## config.mk

```make
export PLATFORM = sky130hd
export DESIGN_NAME = fifo_param
export DESIGN_NICKNAME = d
export VERILOG_FILES = /design/src/rtl/fifo_param.sv
export SDC_FILE = /design/constraint.sdc
export NUM_CORES = 1
export LEC_CHECK = 0
export BUFFER_PORTS_ARGS = -buffer_cell sky130_fd_sc_hd__buf_2
export CAP_MARGIN = 20
export CORE_MARGIN = 3
export CORE_UTILIZATION = 45
export CTS_BUF_LIST = sky130_fd_sc_hd__clkbuf_4
export DETAILED_ROUTE_END_ITERATION = 12
export GPL_TIMING_DRIVEN = 1
export SLEW_MARGIN = 20
export SYNTH_ARGS = -nofsm -noshare
export SYNTH_HDL_FRONTEND = slang
export SYNTH_SLANG_ARGS = --single-unit
```

## constraint.sdc

```tcl
create_clock -name clk -period 3.24 [get_ports clk]
set_clock_uncertainty 0.2 [all_clocks]
set_input_delay 0.648 -clock clk [delete_from_list [all_inputs] [get_ports clk]]
set_output_delay 0.648 -clock clk [all_outputs]
set_load 0.05 [all_outputs]
```

## src/rtl/fifo_param.sv

```systemverilog
// Parametrised single-clock FIFO with watermarks, registered read data, a read-valid
// strobe, sticky overflow/underflow flags and a synchronous flush.
module fifo_param #(
    parameter int DATA_WIDTH    = 8,
    parameter int ADDR_WIDTH    = 3,
    parameter int AFULL_THRESH  = (1 << ADDR_WIDTH) - 2,
    parameter int AEMPTY_THRESH = 1
) (
    input  logic                  clk,
    input  logic                  rst,
    input  logic                  flush,
    input  logic                  push,
    input  logic [DATA_WIDTH-1:0] fifo_in,
    input  logic                  pop,
    output logic [DATA_WIDTH-1:0] fifo_out,
    output logic                  fifo_out_valid,
    output logic                  fifo_empty,
    output logic                  fifo_full,
    output logic                  fifo_almost_empty,
    output logic                  fifo_almost_full,
    output logic [ADDR_WIDTH:0]   fifo_counter,
    output logic                  overflow,
    output logic                  underflow
);

    localparam int DEPTH = 1 << ADDR_WIDTH;
    localparam logic [ADDR_WIDTH:0]   FULL_CNT   = (ADDR_WIDTH+1)'(DEPTH);
    localparam logic [ADDR_WIDTH:0]   AFULL_CNT  = (ADDR_WIDTH+1)'(AFULL_THRESH);
    localparam logic [ADDR_WIDTH:0]   AEMPTY_CNT = (ADDR_WIDTH+1)'(AEMPTY_THRESH);
    localparam logic [ADDR_WIDTH:0]   CNT_ONE    = (ADDR_WIDTH+1)'(1);
    localparam logic [ADDR_WIDTH-1:0] PTR_ONE    = ADDR_WIDTH'(1);

    logic [DATA_WIDTH-1:0] mem [DEPTH];

    logic [ADDR_WIDTH-1:0] rd_ptr_reg, rd_ptr_next;
    logic [ADDR_WIDTH-1:0] wr_ptr_reg, wr_ptr_next;
    logic [ADDR_WIDTH:0]   count_reg, count_next;
    logic                  overflow_reg, overflow_next;
    logic                  underflow_reg, underflow_next;
    logic [DATA_WIDTH-1:0] out_reg;
    logic                  valid_reg;

    logic empty_w;
    logic full_w;
    logic pop_ok;
    logic push_ok;

    assign empty_w = (count_reg == '0);
    assign full_w  = (count_reg == FULL_CNT);

    // flush masks both requests so a coincident push/pop neither moves data nor flags an error
    assign pop_ok  = pop  & ~flush & ~empty_w;
    assign push_ok = push & ~flush & (~full_w | pop_ok);

    always_comb begin
        rd_ptr_next    = rd_ptr_reg;
        wr_ptr_next    = wr_ptr_reg;
        count_next     = count_reg;
        overflow_next  = overflow_reg;
        underflow_next = underflow_reg;
        if (flush) begin
            rd_ptr_next    = '0;
            wr_ptr_next    = '0;
            count_next     = '0;
            overflow_next  = 1'b0;
            underflow_next = 1'b0;
        end else begin
            if (pop_ok)
                rd_ptr_next = rd_ptr_reg + PTR_ONE;
            if (push_ok)
                wr_ptr_next = wr_ptr_reg + PTR_ONE;
            if (push_ok && !pop_ok)
                count_next = count_reg + CNT_ONE;
            else if (pop_ok && !push_ok)
                count_next = count_reg - CNT_ONE;
            if (push && !push_ok)
                overflow_next = 1'b1;
            if (pop && !pop_ok)
                underflow_next = 1'b1;
        end
    end

    // Storage carries no reset so it maps onto block RAM.
    always_ff @(posedge clk) begin
        if (push_ok)
            mem[wr_ptr_reg] <= fifo_in;
    end

    always_ff @(posedge clk or negedge rst) begin
        if (!rst) begin
            rd_ptr_reg    <= '0;
            wr_ptr_reg    <= '0;
            count_reg     <= '0;
            overflow_reg  <= 1'b0;
            underflow_reg <= 1'b0;
            out_reg       <= '0;
            valid_reg     <= 1'b0;
        end else begin
            rd_ptr_reg    <= rd_ptr_next;
            wr_ptr_reg    <= wr_ptr_next;
            count_reg     <= count_next;
            overflow_reg  <= overflow_next;
            underflow_reg <= underflow_next;
            valid_reg     <= pop_ok;
            if (pop_ok)
                out_reg <= mem[rd_ptr_reg];
        end
    end

    assign fifo_out          = out_reg;
    assign fifo_out_valid    = valid_reg;
    assign fifo_counter      = count_reg;
    assign fifo_empty        = empty_w;
    assign fifo_full         = full_w;
    assign fifo_almost_empty = (count_reg <= AEMPTY_CNT);
    assign fifo_almost_full  = (count_reg >= AFULL_CNT);
    assign overflow          = overflow_reg;
    assign underflow         = underflow_reg;

endmodule

```

==> metrics.yaml <==
core_area_um2: 7408
hold_class: "input pin to flop"
setup_violations: 0
synth_top_family_by_area: "multiplexers"
synth-warning-count: 0
slew_headroom: 0.4626
slew_violations: 0
avgViaCountPerCell: 5.213
crit_chain: "inv_1 > ha_1 > nor3b_2 > buf_2"
crit_path_max_fanout: 7
synth-xor-area-share: 0.01501
crit_arrival_ps: 1810
chipWidth_um: 94.20
fin_util: 0.5305
cts_resized: 0
drt-initial-drc-count: 79
min_period_ps: 2657
leakage_nw: 1.430
rows: 31
synthAdderAreaFrac: 0.02144
regMostFlops: "mem"
dr.pass1.iters: 4
power.total_w: 0.003257
dieHeight_um: 94.20
syn_to_final_growth_pct: 12.26
fin_nets: 272
synth_cell_type_count: 33
dieArea_um2: 8874
power.switching_w: 0.001288
fmax_ghz: 0.3764
worstMarginPinSlew_ps: 806.0
grt_max_degree: 22
synth_nets: 231
grt_pass1_vias: 1923
syn_inst: 212
use_met1: 0.2216
comb_power_share: 0.391
post_drt_wl_per_cell_um: 17.97
start_kind: "flop"
worstSetupPathType: "flop to primary output"
dp_hpwl_um: 4360
busiest_layer: "met2"
ys_seq_area_frac: 0.6991
port_buffers: 31
clockRootBuffer: "clkbuf_4"
syn_avg_cell_area_um2: 16.51
clock_latency_ps: 410
cap_violations: 0
met3_usage: 0.05048
crit_required_ps: 2390
hold_violations: 0
intPower_w: 0.001969
grt_setup_unrepaired: "no"
grt_first_pass_wirelength_um: 10330
antenna_found_initial: 0
worst_setup_path_end_kind: "primary output"
grt_usage: 0.1620
cts_sinks: 85
whs_ps: 314.1
drive_gt1_frac: 0.2752
overflow: 0
synthSimpleGateAreaFrac: 0.07041
p_per_area_nw_per_um2: 828.8
fin_crit_sh: 0.8200
drc_errors: 0
netSwitchingFraction: 0.3954
gp_congestion: 0.7583
gr-usage-met2: 0.2488
vdd_drop_max_uv: 352.3
syn-cell-area_um2: 3501
synth_area_leaders: "edfxtp_1 (55%), dfrtp_1 (15%), mux4_2 (10%), mux2i_1 (3.1%), nor2_1 (2.8%)"
crit_slowest_cell: "dfrtp_1"
seqPwrFrac: 0.432
clk_pin_slew_ps: 140
synth.top_cell.area_share: 0.5490
clockBufferDepth: 2
drt-total-wl_um: 6417
max_stage_delay_ps: 450
cts_tree: "built"
yosys.area.top_type: "edfxtp_1"
synth-compound-area-share: 0.03931
htree_levels: 3
cts-buffers-inserted: 9
clockPowerShare: 0.178
ys_ff_latch: 85
fin_setup_tns_ps: 0
pin_count: 32
synth_mux_area_frac: 0.1344
status: "finished clean"
ant_nets: 0
initial_utilization: 0.4726
dr_total_vias: 1861
antenna_cells: 0
largest_reg_flops: 64
critical path: cells and delay by family, from the launching register on:
kind	cells	cell delay [ps]
and+or+nand+nor	1	260
buffers and inverters	2	430
adders and majority gates	1	270
DFF	1	450
synth_stat cells:
| master | instances |
|---|---|
| nor2_1 | 26 |
| o2111ai_1 | 1 |
| nand3b_1 | 1 |
| o21a_4 | 1 |
| nor2b_1 | 2 |
| a22oi_1 | 1 |
| a211o_1 | 1 |
| a21oi_1 | 11 |
| o21bai_1 | 1 |
| xor2_1 | 4 |
| buf_1 | 2 |
| inv_1 | 6 |
| edfxtp_1 | 64 |
| or3_1 | 2 |
| buf_2 | 3 |
| ha_1 | 6 |
| dfrtp_1 | 21 |
| nor3_1 | 4 |
| o211ai_1 | 2 |
| xnor2_1 | 2 |
| nand2_1 | 6 |
| nor4bb_1 | 1 |
| and3_1 | 1 |
| nor2_2 | 1 |
| buf_6 | 1 |
| o21ai_0 | 4 |
| mux4_2 | 16 |
| clkbuf_1 | 2 |
| buf_4 | 1 |
| nor3b_2 | 1 |
| mux2i_1 | 11 |
| or4_1 | 1 |
| nand2b_1 | 5 |
cell usage in the layout, fill, tap and decap left out, types with 2 or more instances in the layout:
cell / Yosys / final
edfxtp_1: 64 / 64
buf_2: 3 / 31
nor2_1: 26 / 26
dfrtp_1: 21 / 21
mux4_2: 16 / 16
mux2i_1: 11 / 11
a21oi_1: 11 / 11
clkbuf_4: 0 / 10
buf_4: 1 / 7
inv_1: 6 / 6
nand2_1: 6 / 6
ha_1: 6 / 6
nand2b_1: 5 / 5
nor3_1: 4 / 4
o21ai_0: 4 / 4
xor2_1: 4 / 4
or3_1: 2 / 2
nor2b_1: 2 / 2
o211ai_1: 2 / 2
xnor2_1: 2 / 2
clkinv_1: 0 / 2
clkinvlp_4: 0 / 2
through the flow:
stage	setup slack [ps]	instances	cell area, um2
6_report	583.2	357	3930
5_1_grt	382.5	357	3930
3_5_place_dp	606.3	340	3784
4_1_cts	528.1	357	3930
3_3_place_gp	638.4	340	3784
2_1_floorplan	272.9	212	3501
path summary, 6_finish.rpt:
kind | start | end | slack [ps] | depth (start not counted)
max in group asynchronous | rst | fifo_out[3]$_DFFE_PN0P_ | 1930 | 2
worst max register to register | fifo_counter[1]$_DFFE_PN0P_ | mem[4][2]$_DFFE_PP_ | 690 | 5
worst min-delay path | fifo_in[5] | mem[1][5]$_DFFE_PP_ | 310 | 1
min in group asynchronous | rst | fifo_out[1]$_DFFE_PN0P_ | 530 | 2
worst min register to register | underflow$_DFFE_PN0P_ | underflow$_DFFE_PN0P_ | 330 | 2
worst max-delay path | fifo_counter[0]$_DFFE_PN0P_ | fifo_empty | 580 | 4
logic make-up (layout without fill, tap and decap cells):
logic type      after synthesis  count (layout)
mux                          27              27
buf+inv                      15              61
xor+xnor                      6               6
flops                        85              85
compound gates               22              22
simple gates                 51              51
fa+ha+maj                     6               6
cell type report:
class                           count  area [um2]
Multi-Input combinational cell    112       982.2
Timing Repair Buffer               39       217.7
Inverter                            6       22.52
Tap cell                           99       123.9
Sequential cell                    85        2447
Clock buffer                       10       75.07
Clock inverter                      6       61.31
Fill cell                         638        3478
metal layers:
metal / wire, um / share of wire
met1: 2981 / 0.46
met2: 3138 / 0.49
met3: 242 / 0.038
met4: 54 / 0.0084
met5: 0 / 0
power groups by stage:
stage	combinational (W)	sequential [W]	clock, W
detailed placement	0.00129	0.00143	0
global route	0.00138	0.00143	0.000646
global placement	0.00129	0.00143	0
CTS	0.00129	0.00141	0.000600
floorplan	0.000778	0.00167	0
finish	0.00127	0.00141	0.000579
timing repair:
item | in CTS | in global routing
endpoints found under the hold margin | 10 | 0
endpoints found under the setup margin | 0 | 0
hold buffers | 1 | 0
setup buffers | 0 | 0
No activity file was read; power rests on OpenSTA's default activity.
